## src/rtl/regular_bin_sequencer.sv

```systemverilog
// Regular-bin decode sequencer.
// This block owns the arithmetic-decoder state (m_range, m_value) and steps
// the external combinational regular-bin datapath once per accepted request:
// context read -> decode -> optional bitstream refill -> context write-back.
module regular_bin_sequencer #(
  parameter int CTX_ADDR_W = 6,
  parameter int BIN_W      = 4,
  parameter int IDX_MAX    = 62
) (
  input  logic                  clk,
  input  logic                  rst,
  // decoder initialisation
  input  logic                  init_valid,
  input  logic [15:0]           init_value,
  // parser request / response
  input  logic                  bin_req,
  input  logic [CTX_ADDR_W-1:0] bin_ctx,
  output logic                  bin_ready,
  output logic                  bin_valid,
  output logic [BIN_W-1:0]      bin_out,
  // context memory
  output logic                  ctx_rd_en,
  output logic [CTX_ADDR_W-1:0] ctx_addr,
  input  logic [7:0]            ctx_rd_data,
  output logic                  ctx_wr_en,
  output logic [7:0]            ctx_wr_data,
  // decode datapath
  output logic [8:0]            dp_range,
  output logic [15:0]           dp_value,
  output logic [7:0]            dp_pstate,
  input  logic [BIN_W-1:0]      dp_bin,
  input  logic                  dp_lps,
  input  logic                  dp_mps_renorm,
  input  logic [2:0]            dp_numbits,
  input  logic [8:0]            dp_range_nx,
  input  logic [15:0]           dp_value_nx,
  // bitstream reader
  output logic                  bits_req,
  output logic [2:0]            bits_num,
  input  logic                  bits_valid,
  input  logic [5:0]            bits_data
);

  localparam logic [2:0] S_IDLE   = 3'd0;
  localparam logic [2:0] S_READY  = 3'd1;
  localparam logic [2:0] S_CTX_RD = 3'd2;
  localparam logic [2:0] S_DECODE = 3'd3;
  localparam logic [2:0] S_REFILL = 3'd4;
  localparam logic [2:0] S_WB     = 3'd5;

  localparam logic [8:0] RANGE_INIT = 9'd510;
  localparam logic [6:0] IDX_LIM    = 7'(IDX_MAX);

  logic [2:0]            state_q,   state_d;
  logic [8:0]            range_q,   range_d;
  logic [15:0]           value_q,   value_d;
  logic [CTX_ADDR_W-1:0] ctx_q,     ctx_d;
  logic [7:0]            pstate_q,  pstate_d;
  logic [BIN_W-1:0]      bin_q,     bin_d;
  logic                  lps_q,     lps_d;
  logic [2:0]            numbits_q, numbits_d;

  logic [5:0]            refill_mask;
  logic [6:0]            idx_cur;
  logic [6:0]            idx_nx;
  logic                  mps_nx;
  logic [7:0]            pstate_nx;

  // Mask keeping only the low numbits_q bits of the refill data.
  always_comb begin
    refill_mask = '0;
    for (int unsigned i = 0; i < 6; i++) begin
      refill_mask[i] = (3'(i) < numbits_q);
    end
  end

  // Probability-state update applied at write-back.
  always_comb begin
    idx_cur = pstate_q[6:0];
    idx_nx  = idx_cur;
    mps_nx  = pstate_q[7];
    if (!lps_q) begin
      if (idx_cur < IDX_LIM) begin
        idx_nx = 7'(idx_cur + 7'd1);
      end
    end else if (idx_cur == 7'd0) begin
      mps_nx = ~pstate_q[7];
      idx_nx = '0;
    end else begin
      idx_nx = idx_cur >> 1;
    end
    pstate_nx = {mps_nx, idx_nx};
  end

  // Next-state logic for the FSM and the decoder / capture registers.
  always_comb begin
    state_d   = state_q;
    range_d   = range_q;
    value_d   = value_q;
    ctx_d     = ctx_q;
    pstate_d  = pstate_q;
    bin_d     = bin_q;
    lps_d     = lps_q;
    numbits_d = numbits_q;
    case (state_q)
      S_IDLE: begin
        if (init_valid) begin
          range_d = RANGE_INIT;
          value_d = init_value;
          state_d = S_READY;
        end
      end
      S_READY: begin
        if (init_valid) begin
          range_d = RANGE_INIT;
          value_d = init_value;
        end else if (bin_req) begin
          ctx_d   = bin_ctx;
          state_d = S_CTX_RD;
        end
      end
      S_CTX_RD: begin
        state_d = S_DECODE;
      end
      S_DECODE: begin
        pstate_d  = ctx_rd_data;
        bin_d     = dp_bin;
        lps_d     = dp_lps;
        numbits_d = dp_numbits;
        range_d   = dp_range_nx;
        value_d   = dp_value_nx;
        if ((dp_lps || dp_mps_renorm) && (dp_numbits != 3'd0)) begin
          state_d = S_REFILL;
        end else begin
          state_d = S_WB;
        end
      end
      S_REFILL: begin
        if (bits_valid) begin
          value_d = value_q | {10'd0, bits_data & refill_mask};
          state_d = S_WB;
        end
      end
      S_WB: begin
        state_d = S_READY;
      end
      default: begin
        state_d = S_IDLE;
      end
    endcase
  end

  // State registers; reset abandons any bin in flight.
  always_ff @(posedge clk or posedge rst) begin
    if (rst) begin
      state_q   <= S_IDLE;
      range_q   <= '0;
      value_q   <= '0;
      ctx_q     <= '0;
      pstate_q  <= '0;
      bin_q     <= '0;
      lps_q     <= 1'b0;
      numbits_q <= '0;
    end else begin
      state_q   <= state_d;
      range_q   <= range_d;
      value_q   <= value_d;
      ctx_q     <= ctx_d;
      pstate_q  <= pstate_d;
      bin_q     <= bin_d;
      lps_q     <= lps_d;
      numbits_q <= numbits_d;
    end
  end

  // Output decode; everything idles at zero outside its owning state.
  always_comb begin
    bin_ready   = (state_q == S_READY);
    ctx_rd_en   = (state_q == S_CTX_RD);
    ctx_wr_en   = (state_q == S_WB);
    bin_valid   = (state_q == S_WB);
    bits_req    = (state_q == S_REFILL);
    ctx_addr    = ((state_q == S_CTX_RD) || (state_q == S_WB)) ? ctx_q : '0;
    bin_out     = (state_q == S_WB) ? bin_q : '0;
    ctx_wr_data = (state_q == S_WB) ? pstate_nx : '0;
    bits_num    = (state_q == S_REFILL) ? numbits_q : '0;
    dp_range    = range_q;
    dp_value    = value_q;
    // read data arrives during DECODE; forward it so the datapath needs no extra cycle
    dp_pstate   = (state_q == S_DECODE) ? ctx_rd_data : pstate_q;
  end

endmodule
```

## config.mk

```make
export PLATFORM = sky130hd
export DESIGN_NAME = regular_bin_sequencer
export DESIGN_NICKNAME = d
export VERILOG_FILES = /design/src/rtl/regular_bin_sequencer.sv
export SDC_FILE = /design/constraint.sdc
export NUM_CORES = 1
export LEC_CHECK = 0
export ABC_AREA = 0
export CORE_AREA = 2 2 91 75
export CTS_CLUSTER_SIZE = 14
export DETAILED_ROUTE_END_ITERATION = 7
export DIE_AREA = 0 0 93 77
export PLACE_DENSITY = 0.84
export SLEW_MARGIN = 30
export SYNTH_ARGS = -nofsm -noshare
export SYNTH_HDL_FRONTEND = slang
export SYNTH_SLANG_ARGS = --single-unit
```

## constraint.sdc

```tcl
create_clock -name clk -period 2.9 [get_ports clk]
set_clock_uncertainty 0.05 [all_clocks]
set_input_delay 0.87 -clock clk [delete_from_list [all_inputs] [get_ports clk]]
set_output_delay 0.87 -clock clk [all_outputs]
set_load 0.01 [all_outputs]
```

Word-level counts from Yosys, hierarchy flattened:

Cells that the tools add are included.

* magnitude comparators: 7
* eq/ne operators: 10
* bitwise operators: 4
* reductions and logical operators: 13
* mux-type cells: 21
* $add $sub $neg: 1

Operators with widths (count)
* $pmux 16 s3: 1
* $mux 16: 2
* $pmux 3 s6: 1
* $pmux 9 s2: 1
* $mux 8: 2
* $or 16x6->16: 1
* $mux 3: 5
* $mux 7: 2
* $mux 6: 2
* $mux 9: 1
* $add 7x1->7 const B: 1
* $logic_not 7->1: 1
* $lt 7x6->1 const B: 1
* $and 6x6->6: 1
* $eq 3x2->1 const B: 2
* $eq 3x3->1 const B: 2
* $lt 1x3->1 const A: 2
* $lt 2x3->1 const A: 2
* $lt 3x3->1 const A: 2
* $ne 2x2->1 const B: 3
* $reduce_and 3->1: 2
* $reduce_bool 3->1: 2
* $mux 4: 1
* $ne 2x1->1 const B: 2
* other kinds (10): 14

* bits in registers: 50
* input port bits: 75

Longest topological paths before layout:

Gate-level depths: netlist (run 1).

* depth in word-level cells: 5
* gate-level depth with buffers: 6
* gate-level depth less buffers: 5

Worst setup path after synthesis (run 1):

OpenSTA, ideal clock, no wires.

* kind: register to output
* start point: reg state_q[1]
* end point: out ctx_wr_data[4]
* path buffers: 1
* data required time: 1980 ps
* stages on the path, launching flop included: 7
* arrival time: 1377 ps
* path slack: 603 ps
* cells stage by stage: dfrtp_1 buf_6 nor2b_4 nand2_1 inv_1 o21ai_0 a211oi_1

* cells in the longest elaborated chain, start to end: 2

RTL lines
* from (decl): line 54 `logic [2:0] state_q, state_d;`
* from (signal assigned): line 165 `state_q <= state_d;`
* $eq 3x3->1
* named net bin_valid: line 19 `output logic bin_valid,`
* $mux 8: line 185 `ctx_wr_data = (state_q == S_WB) ? pstate_nx : '0;`
* to (decl): line 26 `output logic [7:0] ctx_wr_data,`

The timed path passes the listed nets, and every way through them passes these cells.

Worst setup path in the final report (run 1):

* start point: reg pstate_q[5]
* end point: out ctx_wr_data[7]

* cells in the longest elaborated chain, start to end: 4

RTL lines
* from (decl): line 58 `logic [7:0] pstate_q, pstate_d;`
* from (signal assigned): line 169 `pstate_q <= pstate_d;`
* $logic_not 7->1: line 86 `end else if (idx_cur == 7'd0) begin`
* $mux 1: line 86
* $mux 1: line 82 `if (!lps_q) begin`
* $mux 8: line 185

Every way passes these cells.

==> results of run 1 <==
## area by class of cell
| cell class | count | area share |
|---|---|---|
| clock inverter | 1 | 0.006985 |
| sequential | 50 | 0.2919 |
| clock buffer | 6 | 0.01921 |
| timing repair buffer | 160 | 0.3609 |
| tap | 84 | 0.02445 |
| multi-input combinational | 196 | 0.2905 |
| inverter | 7 | 0.006112 |
## cell usage after synthesis (all sizes together), types with 3 or more instances
master | instances | area, sq um
nand2 | 55 | 206.5
dfrtp | 50 | 1251
nor2 | 27 | 108.9
o21ai | 16 | 83.83
buf | 12 | 88.82
a21oi | 11 | 55.05
a221oi | 11 | 152.7
nor2b | 9 | 63.81
o22a | 8 | 70.07
inv | 7 | 26.28
mux2 | 6 | 67.56
and3 | 5 | 31.28
and2b | 4 | 30.03
clkbuf | 4 | 15.01
a31oi | 3 | 18.77
and2 | 3 | 21.27
nand2b | 3 | 18.77
nor3 | 3 | 15.01
## stage by stage
step / util / power, W / setup TNS, ns / area (sq um) / worst slack, ns
3_5_place_dp: 0.6597 / 0.003642 / -0.2774 / 4120 / -0.09072
2_1_floorplan: - / 0.002500 / 0 / 2624 / 0.6028
5_1_grt: 0.6883 / 0.004427 / 0 / 4299 / 0.02332
3_3_place_gp: 0.6597 / 0.003553 / -0.1036 / 4120 / -0.05066
6_report: 0.6883 / 0.004121 / 0 / 4299 / 0.1256
4_1_cts: 0.6819 / 0.004143 / 0 / 4259 / 0.02362
## registers in the layout, summed over array words and instances, names as in the netlist
register   count
pstate_q       8
bin_q          4
dp_value      16
dp_range       9
numbits_q      3
ctx_q          6
lps_q          1
state_q        3
## metal layers
metal / global-route usage / part of all wire
met5: 0 / 0
met4: 0.05735 / 0.0089
met3: 0.06680 / 0.073
met2: 0.3870 / 0.49
met1: 0.2753 / 0.43
## power by group
part | internal [W] | switching (W)
sequential | 0.00104 | 0.000247
clock | 0.000276 | 0.000216
combinational | 0.00122 | 0.00111
## final timing paths
path	slack, ns	from	depth (start not counted)	to
worst max-delay path	0.13	pstate_q[5]	6	ctx_wr_data[7]
worst min-delay path	0.42	bin_q[3]	2	bin_q[3]
worst max register to register	0.87	state_q[2]	5	dp_value[3]
worst min register to register	0.42	bin_q[3]	2	bin_q[3]
max in group asynchronous	1.35	rst	3	state_q[1]
min in group asynchronous	0.90	rst	2	ctx_q[3]
## critical path, stage by stage, from the launching register on
cell and delay [ns]:
dfrtp_1 0.40, buf_4 0.16, nor4_1 0.27, and3_1 0.26, xnor2_1 0.13, nor2_1 0.06, dlygate4sd2_1 0.28
## logic make-up after synthesis
logic type,share of synthesized area
AND/OR/NAND/NOR,0.2365
AO/OA/AOI/OAI,0.1946
flip-flops,0.4769
buffers and inverters,0.04959
multiplexers,0.02956
adder cells (fa/ha/maj),0.009536
XOR/XNOR,0.003339
## timing repair
item	4_1_cts	5_1_grt
setup buffers	5	2
endpoints found under the setup margin	22	9
gates resized for setup	19	10
pin swaps	1	0
==> run metrics, run 1 <==
status complete, no violations; number of global-route vias before repair 2675; worst setup path class flip-flop to primary output; Routed Antenna Nets 0; period utilization 0.9567; Antenna Cells 0; area grow syn2layout 63.85%; highest-count cells in the layout ignoring fill and taps clkdlybuf4s50_1 (110), nand2_1 (54), dfrtp_1 (47), nor2_1 (26), buf_4 (26); clk sinks 50; Worst Path Max Fanout 4; gr usage total 0.2247; multi-input combinational cell area 1249 sq um; Post-synth top flop dfrtp_1; H-tree depth 2; Skew-Pair Late Insertion Delay 0.30 ns; vias per cell 5.105; DR iter-0 viols 80; Mapped Cells 269; total congestion overflow 0; first-pass GRT wire length 12.79 mm; WP data required 1.98 ns; Async S/R FF share, synth 1.000; Placed Instances 490; Worst setup EP type primary output; Die ar. 7161 sq um; 1st-pass router iterations 4; Die H 77 microns; Remaining DRCs 0; Register Area 1255 sq um; CTS max path bufs 2; Rows 26; Synth Cell Area 2624 sq um; Netlist cell types 54; EDFF count, synth 0; Starting Density 0.4201; clock root buffer master clkbuf_8; Yosys reg bits 50; Worst setup SP type flip-flop; Avg Inst Size Synth 9.754 sq um; Finish-stage setup viols 0; Die X 93 microns; vias 2573; slew margin rel. 0.6301; CTS tree built; WHS 0.4231 ns; # fillers 496; port bufs 133; nets@finish 497; total CTS buffers 5; Max Cap Viol 0; unrepaired setup endpoints after global routing no; Power Density 958.6 nW/um^2; WL final 7.890 mm; Leak Pwr 2.024 nW; Worst-path clk slew 0.09 ns; most common cell after layout, fill and taps aside clkdlybuf4s50_1; Final Hold Vio Count 0; Layout Cells excl Fill 504; Slew Limit Fails 0; initial antenna violation count 0; Worst Hold Class flip-flop to flip-flop; core area 6246 sq um; arrival time at the worst endpoint 1.85 ns; Seq/Total Area, Yosys 0.4769; peak supply drop 0.5910 mV; Synth Warn # 0; I/O pins 134; worst-margin pin slew 0.5541 ns; largest net degree at the start of global routing 28; DR WL/cell 15.65 microns; DP HPWL 6.057 mm; RePlAce Congestion 0.8602; syn nets 346; Tmin final 2.774 ns; Hold Buf Count CTS 0; fmax 360.4 MHz; share of cells above drive strength 1 0.1595
Power figures use the tool's default switching activity.
==> run 2: changes to the inputs <==
SKIP_LAST_GASP = 1   (was not set)
SLEW_MARGIN = 20   (was 30)
==> run metrics, run 2 (synthesized netlist as in run 1, its figures left out) <==
Rows 26; Antenna Cells 0; Hold Path End bin_q[3]; Register Area 1255 sq um; Sw Pwr 0.001579 W; Max Cap Viol 0; total congestion overflow 0; multi-input combinational cell area 1249 sq um; Die ar. 7161 sq um; Post-DP Area 4120 sq um; most common cell after layout, fill and taps aside clkdlybuf4s50_1; I/O pins 134; RePlAce Congestion 0.8602; slew margin rel. 0.6301; Die X 93 microns; WHS 0.4231 ns; clock root buffer master clkbuf_8; R2R Setup Slk 0.87 ns; Power Density 958.3 nW/um^2; CTS tree built; Pint 0.002545 W; Worst Path Max Fanout 4; worst hold stages 2; Final Hold Vio Count 0; DR WL/cell 15.66 microns; vias 2574; area grow syn2layout 64.00%; reg2reg path depth 5; largest net degree at the start of global routing 28; sequential share of power 0.313; core area 6246 sq um; port bufs 133; CTS max path bufs 2; Comb power frac 0.567; clk sinks 50; number of global-route vias before repair 2675; peak supply drop 0.5912 mV; Fin Setup TNS 0 ns; nets@finish 497; DR iter-0 viols 80; # fillers 497; fmax 360.4 MHz; Worst setup SP type flip-flop; worst-margin pin slew 0.5541 ns; r2r endpoint dp_value[3]; Layout Cells excl Fill 504; highest-count cells in the layout ignoring fill and taps clkdlybuf4s50_1 (110), nand2_1 (54), dfrtp_1 (47), nor2_1 (26), buf_4 (26); WP data required 1.98 ns; DP HPWL 6.057 mm; unrepaired setup endpoints after global routing no; Leak Pwr 2.037 nW; first-pass GRT wire length 12.79 mm; arrival time at the worst endpoint 1.85 ns; 1st-pass router iterations 4; Design Area, Final 4303 sq um; Core Util, Final 0.6889; reg2reg start state_q[2]; period utilization 0.9568; Clock power frac 0.119; share of cells above drive strength 1 0.1595; Starting Density 0.4201; Slew Limit Fails 0; Worst setup EP type primary output; initial antenna violation count 0; Placed Instances 490; Skew-Pair Late Insertion Delay 0.30 ns; Remaining DRCs 0; Tmin final 2.775 ns; Worst-path clk slew 0.09 ns; total CTS buffers 5; status complete, no violations; gr usage total 0.2247; Routed Antenna Nets 0; H-tree depth 2; Worst Hold Class flip-flop to flip-flop; worst setup path class flip-flop to primary output; max reg flops 16; WL final 7.894 mm; Finish-stage setup viols 0; HP Start bin_q[3]; switch share 0.3829; Die H 77 microns; vias per cell 5.107; Hold Buf Count CTS 0
run 2: cell types whose count changed in the layout (fill, tap and decap cells not counted):
cell	delta
dlygate4sd2_1	-1
dlymetal6s2s_1	+1
run 2: worst max-delay path by stage:
stage | startpoint | to
6_report | pstate_q[5] | ctx_wr_data[7]
2_1_floorplan | state_q[1] | ctx_wr_data[4]
5_1_grt | state_q[1] | ctx_wr_data[6]
3_5_place_dp | ctx_rd_data[0] | dp_pstate[0]
3_3_place_gp | ctx_rd_data[0] | dp_pstate[0]
4_1_cts | state_q[1] | ctx_addr[3]
run 2: through the flow:
stage / total power, W / setup WS, ns
floorplan: 0.002500 / 0.6028
global placement: 0.003553 / -0.05066
detailed placement: 0.003642 / -0.09072
CTS: 0.004144 / -0.01942
global route: 0.004429 / 0.02332
finish: 0.004123 / 0.1253
run 2: power groups by stage:
| stage | Combinational, W | Sequential [W] | Clock, W |
|---|---|---|---|
| 3_3_place_gp | 0.00226 | 0.00129 | 0 |
| 4_1_cts | 0.00235 | 0.00129 | 0.000510 |
| 3_5_place_dp | 0.00233 | 0.00131 | 0 |
| 6_report | 0.00234 | 0.00129 | 0.000493 |
| 2_1_floorplan | 0.00118 | 0.00132 | 0 |
| 5_1_grt | 0.00255 | 0.00134 | 0.000541 |
run 2: routing by layer:
layer / global-route usage / share of wire / routed length, microns
met3: 0.06680 / 0.073 / 578
met2: 0.3870 / 0.49 / 3870
met4: 0.05735 / 0.0089 / 70
met5: 0 / 0 / 0
met1: 0.2753 / 0.43 / 3375
run 2: critical path, cell delays in order (launching register included):
cell and delay (ns):
dfrtp_1 0.40, buf_4 0.16, nor4_1 0.27, and3_1 0.26, xnor2_1 0.13, nor2_1 0.06
dlygate4sd2_1 0.28
run 2: what timing repair did:
item / CTS / global route
setup buffers: 5 / 2
cloned: 0 / 0
gates resized for setup: 17 / 12
endpoints found under the setup margin: 22 / 10
pin swaps: 1 / 0
run 2: cell type report:
type	count	share of cell area
Multi-Input combinational cell	196	0.2902
Sequential cell	50	0.2917
Tap cell	84	0.02443
Clock buffer	6	0.01919
Clock inverter	1	0.006979
Inverter	7	0.006106
Timing Repair Buffer	160	0.3614
==> run 3: changes to the inputs <==
GPL_ROUTABILITY_DRIVEN = 1   (was not set)
==> results of run 3 <==
The final DEF is identical to that of run 2; final timing and power are the same.
